<file path="config.mk">
export PLATFORM = sky130hd
export DESIGN_NAME = mesh_term_tx
export DESIGN_NICKNAME = d
export VERILOG_FILES = /design/src/rtl/mesh_pkg.sv /design/src/rtl/mesh_tx_fifo_mem.sv /design/src/rtl/mesh_term_tx.sv
export SDC_FILE = /design/constraint.sdc
export NUM_CORES = 1
export LEC_CHECK = 0
export BUFFER_PORTS_ARGS = -buffer_cell sky130_fd_sc_hd__clkbuf_2
export CORE_MARGIN = 1
export CORE_UTILIZATION = 30
export DETAILED_ROUTE_END_ITERATION = 7
export GPL_ROUTABILITY_DRIVEN = 0
export PLACE_DENSITY = 0.59
export SLEW_MARGIN = 0
export SYNTH_ARGS = -nofsm -noshare
export SYNTH_HDL_FRONTEND = slang
export SYNTH_SLANG_ARGS = --single-unit
</file>
<file path="constraint.sdc">
create_clock -name clk -period 5.3 [get_ports clk]
set_input_delay 0 -clock clk [delete_from_list [all_inputs] [get_ports clk]]
set_output_delay 0 -clock clk [all_outputs]
set_load 0.02 [all_outputs]
</file>
<file path="src/rtl/mesh_pkg.sv">
// rtl/mesh_pkg.sv - shared mesh packet type, header field offsets and defaults
package mesh_pkg;

  localparam int PCKG_SZ = 40;
  localparam int F_DEPTH = 4;
  localparam int CNT_W   = 16;

  typedef logic [PCKG_SZ-1:0] pkt_t;

  // Header layout, MSB first: target row, target column, source id, payload.
  localparam int ROW_W        = 4;
  localparam int COL_W        = 4;
  localparam int SRC_W        = 8;
  localparam int TRGT_ROW_LSB = PCKG_SZ - ROW_W;
  localparam int TRGT_COL_LSB = TRGT_ROW_LSB - COL_W;
  localparam int SRC_ID_LSB   = TRGT_COL_LSB - SRC_W;

  function automatic logic [ROW_W-1:0] pkt_trgt_row(input pkt_t p);
    return p[TRGT_ROW_LSB +: ROW_W];
  endfunction

  function automatic logic [COL_W-1:0] pkt_trgt_col(input pkt_t p);
    return p[TRGT_COL_LSB +: COL_W];
  endfunction

  function automatic logic [SRC_W-1:0] pkt_src_id(input pkt_t p);
    return p[SRC_ID_LSB +: SRC_W];
  endfunction

endpackage

</file>
<file path="src/rtl/mesh_tx_fifo_mem.sv">
// rtl/mesh_tx_fifo_mem.sv - packet storage array, one write port, async read
module mesh_tx_fifo_mem
  import mesh_pkg::*;
#(
  parameter int pckg_sz = PCKG_SZ,
  parameter int f_depth = F_DEPTH,
  localparam int aw = $clog2(f_depth)
) (
  input  logic               clk,
  input  logic               reset,
  input  logic               wr_en,
  input  logic [aw-1:0]      wr_addr,
  input  logic [pckg_sz-1:0] wr_data,
  input  logic [aw-1:0]      rd_addr,
  output logic [pckg_sz-1:0] rd_data
);

  logic [pckg_sz-1:0] mem [f_depth];

  // Clearing the array makes data_out read 0 straight out of reset.
  always_ff @(posedge clk or posedge reset) begin
    if (reset) begin
      for (int i = 0; i < f_depth; i++) mem[i] <= '0;
    end else if (wr_en) begin
      mem[wr_addr] <= wr_data;
    end
  end

  assign rd_data = mem[rd_addr];

endmodule

</file>
<file path="src/rtl/mesh_term_tx.sv">
// rtl/mesh_term_tx.sv - terminal transmit FIFO driving the pndng/data_out/pop handshake
module mesh_term_tx
  import mesh_pkg::*;
#(
  parameter int pckg_sz = PCKG_SZ,
  parameter int f_depth = F_DEPTH,
  parameter int cnt_w   = CNT_W
) (
  input  logic                         clk,
  input  logic                         reset,
  input  logic                         push,
  input  logic [pckg_sz-1:0]           push_data,
  output logic                         full,
  output logic [$clog2(f_depth+1)-1:0] count,
  input  logic                         pop,
  output logic                         pndng,
  output logic [pckg_sz-1:0]           data_out,
  output logic [cnt_w-1:0]             sent_cnt,
  output logic [cnt_w-1:0]             drop_cnt,
  output logic                         underflow_err
);

  localparam int aw = $clog2(f_depth);
  localparam int cw = $clog2(f_depth + 1);
  localparam logic [aw-1:0] last_ptr = aw'(f_depth - 1);
  localparam logic [cw-1:0] full_cnt = cw'(f_depth);

  logic [aw-1:0] wr_ptr, rd_ptr;
  logic          do_push, do_pop;

  assign full  = (count == full_cnt);
  assign pndng = (count != '0);

  // A pop on a full FIFO frees a slot in the same edge, so the push is taken.
  assign do_pop  = pop & pndng;
  assign do_push = push & (!full | do_pop);

  mesh_tx_fifo_mem #(
    .pckg_sz (pckg_sz),
    .f_depth (f_depth)
  ) u_mem (
    .clk     (clk),
    .reset   (reset),
    .wr_en   (do_push),
    .wr_addr (wr_ptr),
    .wr_data (push_data),
    .rd_addr (rd_ptr),
    .rd_data (data_out)
  );

  // Explicit wrap so non-power-of-two depths work.
  always_ff @(posedge clk or posedge reset) begin
    if (reset) begin
      wr_ptr <= '0;
      rd_ptr <= '0;
    end else begin
      if (do_push) wr_ptr <= (wr_ptr == last_ptr) ? '0 : wr_ptr + 1'b1;
      if (do_pop)  rd_ptr <= (rd_ptr == last_ptr) ? '0 : rd_ptr + 1'b1;
    end
  end

  always_ff @(posedge clk or posedge reset) begin
    if (reset) begin
      count <= '0;
    end else if (do_push && !do_pop) begin
      count <= count + 1'b1;
    end else if (do_pop && !do_push) begin
      count <= count - 1'b1;
    end
  end

  always_ff @(posedge clk or posedge reset) begin
    if (reset) begin
      sent_cnt      <= '0;
      drop_cnt      <= '0;
      underflow_err <= 1'b0;
    end else begin
      if (do_pop && !(&sent_cnt)) sent_cnt <= sent_cnt + 1'b1;
      if (push && full && !pop && !(&drop_cnt)) drop_cnt <= drop_cnt + 1'b1;
      if (pop && !pndng) underflow_err <= 1'b1;
    end
  end

endmodule

</file>
==> metrics.txt <==
Fmax 392 MHz; fraction of layout cells with a size suffix above 1 0.482; Pre-Repair DR Iteration Count 4; EDFF count, synth 0; clock sink total 200; Syn. warnings 0; Syn Area/Cell 15.5 um^2; Max-slew headroom 0.369; clk slew on worst S/H paths 0.07 ns; kind of end point of the critical path output port; part of the Yosys area used for sequential elements 0.556; post-synth cell types 41; Setup Skew 0.0118 ns; worst path arrival time approximately 2.6 ns; gr usage total 0.130; CP required approximately 5.3 ns; count leader, synth dfrtp_1; TritonCTS buffer count 17; HP Class in2reg; area grow syn2layout 21.5%; Root Driver clkbuf_16; initial antenna violation count 0; DR iter-0 viols 216; first-pass GRT wire length about 31000 um; FF+latch count, synth 200; Mapped Nets 635; residual DRC count 0; worst-path maximum fanout 24; vias in the first global route 5773; Final Max Tran Viols 0; outcome completed; Total Nets Final ~800; Core Util, Final 0.370; RSZ-0062 raised after global routing no; Post-Syn Area 9000 um^2; Fill cells 2872; Synth area leaders dfrtp_1 56%, mux2_2 19%, mux4_2 10%; pre-CTS setup slack 2.76 ns; CTS tree yes; Hold-fix buffers, CTS 42; Die W 175 um; Hold Violations, Final 0; Port Buffers 121; Setup Fix Bufs, Post-CTS 0; share of the synthesized area in the top cell type 0.556; Syn Inst Count 582; Period minus WS final approximately 2.6 ns; Bufs on Longest Clock Path 2; via count 5398; CORE AREA around 30000 um^2; Worst Slack Setup Final 2.75 ns; Die Height 175 um; Vias/cell about 4.7; Row Count 63; DP Wirelength 11200 um; Post-synth top cells 200 x dfrtp_1, 152 x mux2_2, 40 x mux4_2; Synth async-reset ratio 1.00; io pins 122; Tcrit/Tclk final 0.481; worst-skew pair later-pin latency 0.44 ns; P_leak about 4.8 nW; wire per inst 16.3 um; Synth Flop Type dfrtp_1; Die ar. 30700 um^2; # H-tree levels 4; Ant. Diodes 0; Worst VDD drop approximately 270 uV; antenna viol nets, final 0; WHS 0.0606 ns; cell count after placement 1073; Starting Density 0.305; Synth area leader dfrtp_1; PwrDens 610 nW/um^2; largest net degree at the start of global routing 106; WL final 18700 um; setup total negative slack 0 ns; CTS resizes 0; CP Launch Type register; worst-margin pin slew 0.947 ns; setup violators final 0; GRT overflow 0; Non-Filler Instances 1147; Setup Crit Path Kind reg2out; max cap viols 0
## routing by layer
| layer | wire length, um | GRT usage | vias up |
|---|---|---|---|
| met1 | 8660 | 0.171 | 2804 |
| met5 | 0 | 0 | - |
| met3 | 870 | 0.0333 | 13 |
| met2 | 8920 | 0.208 | 113 |
| li1 | - | - | 2468 |
| met4 | 203 | 0.0402 | 0 |
## layout make-up
class / count / area [um^2] / share of cell area
clock inverters: 12 / 116 / 0.0106
multi-input cells: 342 / 3740 / 0.342
inverters: 11 / 45.0 / 0.00412
well taps: 390 / 488 / 0.0446
repair buffers: 172 / 1110 / 0.101
flip-flops and latches: 200 / 5010 / 0.458
clock buffers: 20 / 437 / 0.0399
## where the power goes
group / total [mW] / internal [mW] / switching [mW]
logic: 2.76 / 1.44 / 1.32
registers: 2.63 / 2.22 / 0.413
clock network: 1.27 / 0.656 / 0.617
total: 6.67 / 4.32 / 2.35
## per-stage QoR
stage	area, um^2	power (mW)
2_1_floorplan	9010	4.71
3_3_place_gp	9970	5.41
3_5_place_dp	9970	5.47
4_1_cts	10900	6.80
5_1_grt	10900	7.11
6_report	10900	6.67
## cell usage in the layout, fill, tap and decap left out, types with 2 or more instances in the layout
cell type      synthesis  routed
a211oi_1               3       3
a21oi_1                4       4
and2_1                 2       2
and3_1                 3       3
and4_1                 4       4
buf_4                  9       8
clkbuf_1               1       3
clkbuf_16              0      17
clkbuf_2               0     121
clkinvlp_4             0       6
dfrtp_1              200     198
dfrtp_2                0       2
dlygate4sd3_1          0      42
ha_1                   8       8
inv_1                 11      10
inv_6                  0       5
mux2_1                13      13
mux2_2               152     152
mux2i_1                3       3
mux4_2                40      40
nand2_1               15      15
nand2_2                4       4
nand3_1               11      11
nand4_1                8       8
nor2_1                 9       9
nor3_1                11      11
nor3b_1                3       3
nor4_1                 3       3
o21ai_0                2       2
o21bai_1               2       2
or3_1                  2       2
xnor2_1               11      11
xor2_1                17      17
## critical path, cell delays in order, from the launching register on
cell and delay, ns:
dfrtp_2 0.82, buf_4 0.49, mux4_2 0.58, clkbuf_2 0.17
## registers in the layout (all words and copies together), names as in the netlist
register,cells
rd_ptr,2
underflow_err,1
sent_cnt,16
drop_cnt,16
wr_ptr,2
count,3
u_mem.mem,160
## worst paths after layout
path	start	endpoint	slack, ns	depth (start not counted)
hold reg to reg	underflow_err	underflow_err	0.48	1
max in group asynchronous	reset	u_mem.mem[42]	3.84	4
hold / removal	push	drop_cnt[2]	0.06	4
setup / recovery	rd_ptr[1]	data_out[12]	2.75	3
setup reg to reg	count[0]	u_mem.mem[96]	2.79	5
min in group asynchronous	reset	drop_cnt[1]	0.14	3
## kinds of logic after synthesis
kind of cell | count (synthesis) | synth area share
buffers and inverters | 40 | 0.0286
flip-flops | 200 | 0.556
XOR/XNOR | 28 | 0.0272
adder cells (fa/ha/maj) | 9 | 0.0133
AND/OR/NAND/NOR | 83 | 0.0549
multiplexers | 208 | 0.310
AO/OA/AOI/OAI | 14 | 0.0101
No activity file was read; power rests on OpenSTA's default activity.
